[src/rtl/spi_slave_pkg.sv]
// Shared definitions for the SPI slave: APB register word indices, STATUS
// bit positions, frame geometry, default device ID and the frame FSM states.
package spi_slave_pkg;

    // APB register word indices, decoded from paddr[3:2]
    localparam logic [1:0] REG_STATUS  = 2'd0;   // byte offset 0x0
    localparam logic [1:0] REG_RX_DATA = 2'd1;   // byte offset 0x4
    localparam logic [1:0] REG_TX_DATA = 2'd2;   // byte offset 0x8
    localparam logic [1:0] REG_CTRL    = 2'd3;   // byte offset 0xC

    // STATUS bit positions
    localparam int ST_BUSY      = 0;
    localparam int ST_RX_VALID  = 1;
    localparam int ST_FRAME_ERR = 2;
    localparam int ST_LAST_RD   = 3;
    localparam int ST_ADDR_LSB  = 8;
    localparam int ST_ADDR_MSB  = 15;

    // Frame geometry: command byte, address byte, 32-bit data word
    localparam logic [5:0] FRAME_BITS = 6'd48;
    localparam logic [5:0] CMD_LAST   = 6'd7;
    localparam logic [5:0] ADDR_LAST  = 6'd15;
    localparam logic [5:0] DATA_LAST  = FRAME_BITS - 6'd1;

    localparam logic [6:0] DEFAULT_DEV_ID = 7'h65;

    typedef enum logic [2:0] {
        FR_IDLE,
        FR_CMD,
        FR_ADDR,
        FR_WDATA,
        FR_RDATA,
        FR_IGNORE,
        FR_DONE
    } frame_state_e;

    // Command ID comparison against the configured device ID
    function automatic logic id_match(input logic [6:0] cmd_id, input logic [6:0] dev_id);
        return (cmd_id == dev_id);
    endfunction

endpackage

[src/rtl/spi_slave_sync.sv]
// Two-flop synchronizers for csb, sclk and sdi plus edge detection of the
// synchronized sclk and csb in the sys_clk domain. The csb chain resets to
// its idle (deasserted) level so reset release never fabricates a select edge.
module spi_slave_sync (
    input  logic sys_clk,
    input  logic rst_b,
    input  logic csb,
    input  logic sclk,
    input  logic sdi,
    output logic csb_s,
    output logic sdi_s,
    output logic sclk_rise,
    output logic sclk_fall,
    output logic csb_rise,
    output logic csb_fall
);

    logic csb_meta_r;
    logic csb_sync_r;
    logic csb_dly_r;
    logic sclk_meta_r;
    logic sclk_sync_r;
    logic sclk_dly_r;
    logic sdi_meta_r;
    logic sdi_sync_r;

    // Synchronizer chains plus one delay stage for edge detection
    always_ff @(posedge sys_clk) begin
        if (!rst_b) begin
            csb_meta_r  <= 1'b1;
            csb_sync_r  <= 1'b1;
            csb_dly_r   <= 1'b1;
            sclk_meta_r <= 1'b0;
            sclk_sync_r <= 1'b0;
            sclk_dly_r  <= 1'b0;
            sdi_meta_r  <= 1'b0;
            sdi_sync_r  <= 1'b0;
        end else begin
            csb_meta_r  <= csb;
            csb_sync_r  <= csb_meta_r;
            csb_dly_r   <= csb_sync_r;
            sclk_meta_r <= sclk;
            sclk_sync_r <= sclk_meta_r;
            sclk_dly_r  <= sclk_sync_r;
            sdi_meta_r  <= sdi;
            sdi_sync_r  <= sdi_meta_r;
        end
    end

    assign csb_s     = csb_sync_r;
    assign sdi_s     = sdi_sync_r;
    assign sclk_rise =  sclk_sync_r & ~sclk_dly_r;
    assign sclk_fall = ~sclk_sync_r &  sclk_dly_r;
    assign csb_rise  =  csb_sync_r  & ~csb_dly_r;
    assign csb_fall  = ~csb_sync_r  &  csb_dly_r;

endmodule

[src/rtl/spi_slave.sv]
// SPI mode-0 slave with an APB register interface. A 48-bit frame carries a
// command byte (bit7 read, bits[6:0] ID), an address byte and a 32-bit word.
// Optional macro SPI_SLAVE_ID_CHECK_EN: when defined, frames whose command
// ID differs from DEV_ID are ignored; otherwise any ID is accepted.
module spi_slave
    import spi_slave_pkg::*;
#(
    parameter logic [6:0] DEV_ID = DEFAULT_DEV_ID
) (
    input  logic        sys_clk,
    input  logic        rst_b,
    input  logic [31:0] apb_spi_paddr,
    input  logic        apb_spi_psel,
    input  logic        apb_spi_penable,
    input  logic        apb_spi_pwrite,
    input  logic [31:0] apb_spi_pwdata,
    output logic [31:0] spi_apb_prdata,
    input  logic        csb,
    input  logic        sclk,
    input  logic        sdi,
    output logic        sdo,
    output logic        sdo_en
);

    // Synchronized SPI inputs and edge strobes
    logic csb_s;
    logic sdi_s;
    logic sclk_rise_s;
    logic sclk_fall_s;
    logic csb_rise_s;
    logic csb_fall_s;

    // Registers
    logic        ctrl_spi_dis_r;
    logic [23:0] ctrl_scratch_r;
    logic [31:0] tx_data_r;
    logic [31:0] rx_data_r;
    logic        rx_valid_r;
    logic        frame_err_r;
    logic        last_rd_r;
    logic [7:0]  last_addr_r;

    // Frame engine state
    frame_state_e frame_state_r;
    frame_state_e frame_next_s;
    logic [5:0]   bit_cnt_r;
    logic [30:0]  rx_shift_r;
    logic         cmd_rd_r;
    logic [7:0]   addr_r;
    logic [31:0]  tx_shift_r;
    logic         sdo_r;
    logic         sdo_en_r;

    // Decoded strobes
    logic [1:0]  reg_idx_s;
    logic        apb_wr_s;
    logic        apb_rd_s;
    logic        spi_rise_s;
    logic        spi_fall_s;
    logic [7:0]  cmd_byte_s;
    logic [7:0]  addr_byte_s;
    logic [31:0] data_word_s;
    logic        cmd_accept_s;
    logic        wr_done_s;
    logic        rd_load_s;
    logic        frame_err_set_s;
    logic [31:0] status_s;
    logic [31:0] prdata_s;
    logic        paddr_unused_s;

    spi_slave_sync u_sync (
        .sys_clk   (sys_clk),
        .rst_b     (rst_b),
        .csb       (csb),
        .sclk      (sclk),
        .sdi       (sdi),
        .csb_s     (csb_s),
        .sdi_s     (sdi_s),
        .sclk_rise (sclk_rise_s),
        .sclk_fall (sclk_fall_s),
        .csb_rise  (csb_rise_s),
        .csb_fall  (csb_fall_s)
    );

    assign reg_idx_s      = apb_spi_paddr[3:2];
    assign apb_wr_s       = apb_spi_psel & apb_spi_penable &  apb_spi_pwrite;
    assign apb_rd_s       = apb_spi_psel & apb_spi_penable & ~apb_spi_pwrite;
    assign paddr_unused_s = ^{apb_spi_paddr[31:4], apb_spi_paddr[1:0]};

    // sclk edges only count while selected and outside a select transition
    assign spi_rise_s  = sclk_rise_s & ~csb_s & ~csb_fall_s;
    assign spi_fall_s  = sclk_fall_s & ~csb_s & ~csb_fall_s;

    assign cmd_byte_s  = {rx_shift_r[6:0], sdi_s};
    assign addr_byte_s = {rx_shift_r[6:0], sdi_s};
    assign data_word_s = {rx_shift_r[30:0], sdi_s};

`ifdef SPI_SLAVE_ID_CHECK_EN
    assign cmd_accept_s = ~ctrl_spi_dis_r & id_match(cmd_byte_s[6:0], DEV_ID);
`else
    logic id_check_unused_s;
    assign id_check_unused_s = ^DEV_ID;
    assign cmd_accept_s      = ~ctrl_spi_dis_r;
`endif

    assign wr_done_s = spi_rise_s & (frame_state_r == FR_WDATA) & (bit_cnt_r == DATA_LAST);
    assign rd_load_s = spi_rise_s & (frame_state_r == FR_ADDR) & (bit_cnt_r == ADDR_LAST) & cmd_rd_r;

    // Only an accepted frame that stops mid-way is an error; ignored frames stay silent
    assign frame_err_set_s = csb_rise_s & (bit_cnt_r != 6'd0) & (bit_cnt_r != FRAME_BITS) &
                             ((frame_state_r == FR_CMD)   || (frame_state_r == FR_ADDR) ||
                              (frame_state_r == FR_WDATA) || (frame_state_r == FR_RDATA));

    // Frame state register
    always_ff @(posedge sys_clk) begin
        if (!rst_b) begin
            frame_state_r <= FR_IDLE;
        end else begin
            frame_state_r <= frame_next_s;
        end
    end

    // Frame next-state: select edges dominate, sclk rises advance field by field
    always_comb begin
        frame_next_s = frame_state_r;
        if (csb_rise_s) begin
            frame_next_s = FR_IDLE;
        end else if (csb_fall_s) begin
            frame_next_s = FR_CMD;
        end else if (spi_rise_s) begin
            case (frame_state_r)
                FR_CMD: begin
                    if (bit_cnt_r == CMD_LAST) begin
                        frame_next_s = cmd_accept_s ? FR_ADDR : FR_IGNORE;
                    end else begin
                        frame_next_s = FR_CMD;
                    end
                end
                FR_ADDR: begin
                    if (bit_cnt_r == ADDR_LAST) begin
                        frame_next_s = cmd_rd_r ? FR_RDATA : FR_WDATA;
                    end else begin
                        frame_next_s = FR_ADDR;
                    end
                end
                FR_WDATA, FR_RDATA: begin
                    if (bit_cnt_r == DATA_LAST) begin
                        frame_next_s = FR_DONE;
                    end else begin
                        frame_next_s = frame_state_r;
                    end
                end
                default: frame_next_s = frame_state_r;
            endcase
        end else begin
            frame_next_s = frame_state_r;
        end
    end

    // Bit counter and receive shift register; extra bits past the frame are dropped
    always_ff @(posedge sys_clk) begin
        if (!rst_b) begin
            bit_cnt_r  <= 6'd0;
            rx_shift_r <= 31'd0;
        end else if (csb_fall_s || csb_rise_s) begin
            bit_cnt_r  <= 6'd0;
            rx_shift_r <= 31'd0;
        end else if (spi_rise_s && (bit_cnt_r != FRAME_BITS)) begin
            bit_cnt_r  <= bit_cnt_r + 6'd1;
            rx_shift_r <= {rx_shift_r[29:0], sdi_s};
        end
    end

    // Latch command direction and address as their bytes complete
    always_ff @(posedge sys_clk) begin
        if (!rst_b) begin
            cmd_rd_r <= 1'b0;
            addr_r   <= 8'd0;
        end else if (csb_fall_s) begin
            cmd_rd_r <= 1'b0;
            addr_r   <= 8'd0;
        end else if (spi_rise_s && (frame_state_r == FR_CMD) && (bit_cnt_r == CMD_LAST)) begin
            cmd_rd_r <= cmd_byte_s[7];
        end else if (spi_rise_s && (frame_state_r == FR_ADDR) && (bit_cnt_r == ADDR_LAST)) begin
            addr_r <= addr_byte_s;
        end
    end

    // Transmit path: load the snapshot of TX_DATA, then shift MSB first on sclk falls
    always_ff @(posedge sys_clk) begin
        if (!rst_b) begin
            tx_shift_r <= 32'd0;
            sdo_r      <= 1'b0;
            sdo_en_r   <= 1'b0;
        end else if (csb_rise_s || csb_fall_s) begin
            tx_shift_r <= 32'd0;
            sdo_r      <= 1'b0;
            sdo_en_r   <= 1'b0;
        end else if (rd_load_s) begin
            tx_shift_r <= tx_data_r;
        end else if (spi_fall_s && (frame_state_r == FR_RDATA)) begin
            sdo_r      <= tx_shift_r[31];
            sdo_en_r   <= 1'b1;
            tx_shift_r <= {tx_shift_r[30:0], 1'b0};
        end
    end

    assign sdo    = sdo_r & sdo_en_r;
    assign sdo_en = sdo_en_r;

    // Software-writable registers: TX_DATA and CTRL
    always_ff @(posedge sys_clk) begin
        if (!rst_b) begin
            tx_data_r      <= 32'd0;
            ctrl_spi_dis_r <= 1'b0;
            ctrl_scratch_r <= 24'd0;
        end else if (apb_wr_s) begin
            case (reg_idx_s)
                REG_TX_DATA: tx_data_r <= apb_spi_pwdata;
                REG_CTRL: begin
                    ctrl_spi_dis_r <= apb_spi_pwdata[0];
                    ctrl_scratch_r <= apb_spi_pwdata[31:8];
                end
                default: ;
            endcase
        end
    end

    // Frame results: received word, last address and direction
    always_ff @(posedge sys_clk) begin
        if (!rst_b) begin
            rx_data_r   <= 32'd0;
            last_addr_r <= 8'd0;
            last_rd_r   <= 1'b0;
        end else if (wr_done_s) begin
            rx_data_r   <= data_word_s;
            last_addr_r <= addr_r;
            last_rd_r   <= 1'b0;
        end else if (rd_load_s) begin
            last_addr_r <= addr_byte_s;
            last_rd_r   <= 1'b1;
        end
    end

    // Sticky flags: a hardware set in the same cycle as a read-clear wins
    always_ff @(posedge sys_clk) begin
        if (!rst_b) begin
            rx_valid_r  <= 1'b0;
            frame_err_r <= 1'b0;
        end else begin
            if (wr_done_s) begin
                rx_valid_r <= 1'b1;
            end else if (apb_rd_s && (reg_idx_s == REG_RX_DATA)) begin
                rx_valid_r <= 1'b0;
            end
            if (frame_err_set_s) begin
                frame_err_r <= 1'b1;
            end else if (apb_rd_s && (reg_idx_s == REG_STATUS)) begin
                frame_err_r <= 1'b0;
            end
        end
    end

    // STATUS word assembly
    always_comb begin
        status_s                          = 32'd0;
        status_s[ST_BUSY]                 = ~csb_s;
        status_s[ST_RX_VALID]             = rx_valid_r;
        status_s[ST_FRAME_ERR]            = frame_err_r;
        status_s[ST_LAST_RD]              = last_rd_r;
        status_s[ST_ADDR_MSB:ST_ADDR_LSB] = last_addr_r;
    end

    // APB read mux, driven only during a selected read
    always_comb begin
        prdata_s = 32'd0;
        if (apb_spi_psel && !apb_spi_pwrite) begin
            case (reg_idx_s)
                REG_STATUS:  prdata_s = status_s;
                REG_RX_DATA: prdata_s = rx_data_r;
                REG_TX_DATA: prdata_s = tx_data_r;
                REG_CTRL:    prdata_s = {ctrl_scratch_r, 7'd0, ctrl_spi_dis_r};
                default:     prdata_s = 32'd0;
            endcase
        end else begin
            prdata_s = 32'd0;
        end
    end

    assign spi_apb_prdata = prdata_s;

endmodule

[config.mk]
export PLATFORM = sky130hd
export DESIGN_NAME = spi_slave
export DESIGN_NICKNAME = d
export VERILOG_FILES = /design/src/rtl/spi_slave_pkg.sv /design/src/rtl/spi_slave_sync.sv /design/src/rtl/spi_slave.sv
export SDC_FILE = /design/constraint.sdc
export NUM_CORES = 1
export LEC_CHECK = 0
export CAP_MARGIN = 5
export CORE_MARGIN = 2
export CORE_UTILIZATION = 55
export DETAILED_ROUTE_END_ITERATION = 6
export HOLD_SLACK_MARGIN = 0.05
export PLACE_DENSITY = 0.79
export SYNTH_ARGS = -nofsm -noshare
export SYNTH_HDL_FRONTEND = slang
export SYNTH_SLANG_ARGS = --single-unit
[constraint.sdc]
create_clock -name sys_clk -period 2.8 [get_ports sys_clk]
set_clock_uncertainty 0.15 [all_clocks]
set_input_delay 0.56 -clock sys_clk [delete_from_list [all_inputs] [get_ports sys_clk]]
set_output_delay 0.56 -clock sys_clk [all_outputs]
set_load 0.01 [all_outputs]
**Yosys cells after proc, flatten, opt, wreduce, memory -nomap -nowiden**

Cells that the tools add are included.
W data, S select, Z words.

- Add/sub/neg operators: 1
- Equal/unequal tests: 13
- Multiplexer cells: 18
- Bitwise operators: 29
- Reductions and logical operators: 35

Operators with widths:

| cell | number |
|---|---|
| $pmux W32 S4 | 1 |
| $mux W32 | 3 |
| $and A1 B1 Y1 | 20 |
| $mux W8 | 2 |
| $mux W3 | 5 |
| $reduce_bool A2 Y1 | 5 |
| $reduce_or A2 Y1 | 5 |
| $logic_and A1 B1 Y1 | 9 |
| $not A1 Y1 | 9 |
| $pmux W3 S3 | 1 |
| $reduce_and A2 Y1 | 4 |
| $add A6 B1 Y6 const B | 1 |
| $eq A3 B2 Y1 const B | 2 |
| $eq A6 B3 Y1 const B | 1 |
| $eq A6 B4 Y1 const B | 1 |
| $eq A6 B6 Y1 const B | 1 |
| $mux W1 | 6 |
| $ne A6 B6 Y1 const B | 1 |
| $reduce_and A3 Y1 | 2 |
| $reduce_bool A6 Y1 | 1 |
| $eq A2 B2 Y1 const B | 2 |
| $logic_or A1 B1 Y1 | 4 |
| $reduce_bool A4 Y1 | 1 |
| $eq A3 B1 Y1 const B | 1 |
| other kinds (8) | 8 |

- Register bits after elaboration: 191
- Input bits: 72
- Logic and storage cells: 121

**Longest topological paths before layout**

Gate-level depths: netlist of the first run.

- Depth in word-level cells: 9
- Gate-level depth with buffers: 9

**Modules after synthesis**

Synthesis of the first run repeated with hierarchy kept, for this count alone.

- Cells, all modules: 978
- Area, all modules: 8284.2 um^2

Modules (own cells, without submodules):

| module | instances | cells an instance | area an instance (um^2) | sequential area each (um^2) |
|---|---|---|---|---|
| spi_slave | 1 | 958 | 8049.0 | 3663.5 |
| spi_slave_sync | 1 | 20 | 235.2 | 160.2 |

**Least setup slack after synthesis of the first run**

OpenSTA, ideal clock, no wires.

- Path type: input-to-output
- Start point: input apb_spi_paddr[2]
- End point: output spi_apb_prdata[26]
- Data arrival time: 1.776 ns
- Data required time: 2.090 ns
- Path slack: 0.314 ns
- Cell stages on the path: 6
- Buffers on the path: 3
- Cells stage by stage: buf_2 > buf_2 > buf_2 > mux2_2 > a22oi_1 > nor2_1

- Cells in the longest elaborated chain, start to end: 3
- Elaborated cells between the ends (all ways): 6
- Classes of those cells: eq/ne: 3; mux: 2; reduce/logical: 1

Ends and longest elaborated chain:

| what | RTL line | text |
|---|---|---|
| start, declared | spi_slave.sv:12 | `input logic [31:0] apb_spi_paddr,` |
| $eq A2 B2 Y1 (tied with other cells) | spi_slave.sv:278 | `case (reg_idx_s)` |
| $pmux W32 S4 * | spi_slave.sv:278 |  |
| $mux W32 * | spi_slave.sv:277 | `if (apb_spi_psel && !apb_spi_pwrite) begin` |
| end, declared | spi_slave.sv:17 | `output logic [31:0] spi_apb_prdata,` |

Every way passes the cells marked *; elsewhere a longest branch is shown, timed or not.

**Worst setup path in the final report of the first run**

- Start point: input apb_spi_paddr[2]
- End point: output spi_apb_prdata[14]

Same word-level chain as after synthesis.

==> results of run 1 <==
==> registers in the layout (all words and copies together), names as in the netlist, 3 cells and up <==
register,cells
addr_r,8
bit_cnt_r,6
ctrl_scratch_r,24
frame_state_r,3
last_addr_r,8
rx_data_r,32
rx_shift_r,31
tx_data_r,32
tx_shift_r,32
==> per-layer routing <==
metal  track usage (%)  vias up
met5                 0        -
met3              5.15       43
met1              34.5     3542
met4              10.7        0
met2              42.2      285
li1                  -     3561
==> through the flow <==
step                worst slack [ns]  utilization [%]  setup TNS, ns  std cells  power, uW
global route                 -0.0132             67.9        -0.0132       1240       5490
finish                        0.0348             67.9              0       1240       5320
detailed placement            -0.262             63.1          -5.84       1200       3060
global placement              -0.275             63.1          -6.03       1200       3060
CTS                          0.00115             67.2              0       1235       5330
floorplan                      0.314                -              0        998       2930
==> cells in the final DEF, fill, tap and decap left out, types with 17 or more instances in the layout <==
cell type / synthesis / final
a21oi_1: 159 / 159
a22oi_1: 51 / 49
buf_4: 2 / 26
clkbuf_16: 0 / 17
clkdlybuf4s50_1: 0 / 49
dfxtp_1: 191 / 190
dlymetal6s2s_1: 0 / 18
mux2_2: 17 / 17
nand2_1: 206 / 205
nand3_1: 69 / 69
nor2_1: 47 / 47
o21ai_0: 33 / 33
==> cells by family (layout without fill, tap and decap cells) <==
family / after synthesis / count (layout) / synth area share, %
AND/OR/NAND/NOR: 392 / 392 / 21.6
AO/OA/AOI/OAI: 268 / 268 / 18.9
flip-flops: 191 / 191 / 46.3
buffers and inverters: 99 / 157 / 5.71
multiplexers: 38 / 38 / 6.23
XOR/XNOR: 6 / 6 / 0.637
adder cells (fa/ha/maj): 4 / 4 / 0.606
==> timing repair <==
| item | CTS | global route |
|---|---|---|
| setup buffers | 3 | 5 |
| endpoints found under the setup margin | 32 | 24 |
| resized for setup | 10 | 22 |
| hold buffers | 0 | 0 |
==> area by class of cell <==
type                       count  area [sq um]
clock buffer                  18           439
clock inverter                14           121
fill                        1149          4690
inverter                       8          30.0
multi-input combinational    708          3980
sequential                   191          3820
tap                          184           230
timing repair buffer         117          1280
==> path summary, 6_finish.rpt <==
kind | start | end | slack [ns] | cells after the start
setup reg to reg | u_sync.csb_s | last_addr_r[1] | 0.34 | 8
hold / removal | u_sync.csb_meta_r | u_sync.csb_s | 0.27 | 1
hold reg to reg | u_sync.csb_meta_r | u_sync.csb_s | 0.27 | 1
setup / recovery | apb_spi_paddr[2] | spi_apb_prdata[14] | 0.03 | 5
==> power breakdown <==
group | total [uW] | switching (uW) | internal (uW)
Sequential | 2740 | 13.8 | 2730
Combinational | 274 | 144 | 130
Clock | 2300 | 1110 | 1190
==> impl_results.md, run 1 <==
- Final period util: 98.8%
- Top sig layer: met4
- Run status: finished, final reports clean
- Critical path buffers and inverters: 3
- CTS Sinks: 191
- Peak Freq: 362 MHz
- Final ANT Viol Nets: 0
- Slew at the pin closest to its max-slew limit: 0.849 ns
- Die Span X: 127 microns
- Initial antenna violation count: 1
- H-tree depth: 4
- Worst setup SP type: primary input
- Metal-1 WL: 9040 microns
- Cell taking the most area after synthesis: dfxtp_1
- Grt total ovfl: 0
- Syn Inst Count: 998
- Vias per cell: 5.99
- DR pass1 iterations: 6
- # DRC: 0
- CTS clk-pin slew, worst paths: 0.07 ns
- Area Growth Syn to Fin: 20.0%
- Met3 wire len: 1400 microns
- CP max FO: 11
- PD cells: 537 nW/um^2
- GRT Util Overall: 26.1%
- Largest net degree at the start of global routing: 62
- IO Count: 106
- Post-synth cell types: 52
- Final wirelength: 21200 microns
- Post-synthesis net count: 1074
- Fin. max-slew vios: 0
- Final GP Congestion: 0.920
- Mapped cell area: 8260 sq um
- Core Box Area: 14600 sq um
- Clk_lat worst skew: 0.43 ns
- # diodes: 0
- Starting Density: 56.6%
- Syn. warnings: 0
- Crit. End Element: primary output
- Synth area leaders: dfxtp_1, a21oi_1, nand2_1, a22oi_1, nand3_1
- Final non-filler cell area: 9900 sq um
- DIE AREA: 16000 sq um
- Syn avg cell area: 8.27 sq um
- Crit Path Category: primary input to primary output
- CTS tree: built
- Root Buffer: clkbuf_16
- Nets: 1119
- Hold Path Class: flop to flop
- Share of cells above drive strength 1: 11.0%
- Slew margin rel.: 43.2%
- Initial DRC Count: 830
- Final Hold Slack: 0.266 ns
- Max-cap violations: 0
- Vias: 7431
- WL met2: 10200 microns
- CP cell instances: clkbuf_4 -> buf_12 -> mux4_2 -> nor2b_1 -> clkdlybuf4s50_1
- Row cnt: 44
- Top-area cell type share of the netlist area: 46.3%
- Fin. Hold Viols: 0
- First-pass GRT wire length: 34000 microns
- Worst Path Arrival: 2.06 ns
- Count leader, synth: nand2_1
- Num CTS Buffers: 17
- Synthesis-stage register bit count: 191
- CP top delay family: buffers and inverters
- CP Data Required Time: 2.09 ns
- Die height: 127 microns
- Port bufs: 75
- Largest stage delay, worst path: 0.53 ns
- Bufs on Longest Clock Path: 2
- Area post-placement: 9210 sq um
- Final setup viols: 0
- Slowest-stage cell, CP: mux4_2
- Number of flops mapped to enable cells by yosys: 0
- Dpl hpwl: 13600 microns
- Synth async-reset ratio: 0%
- Vias in the first global route: 6825
- Drt wl/cell: 17.1 microns
- Register area share after synthesis: 46.3%
- Post-layout min period: 2.77 ns
- Peak VDD IR: 0.453 mV
- Commonest cells in the netlist: nand2_1, dfxtp_1, a21oi_1
- Post-synth top flop: dfxtp_1
- Leakage power: 0.00364 uW
(Power assumes the default switching activity.)
==> inputs of run 2 (changes only) <==
--- a/config.mk
+++ b/config.mk
@@ -5,7 +5,6 @@
 export SDC_FILE = /design/constraint.sdc
 export NUM_CORES = 1
 export LEC_CHECK = 0
-export CAP_MARGIN = 5
 export CORE_MARGIN = 2
 export CORE_UTILIZATION = 55
 export DETAILED_ROUTE_END_ITERATION = 6
==> results of run 2 <==
Same layout as run 1: the final DEF is identical, and so are final timing and power.
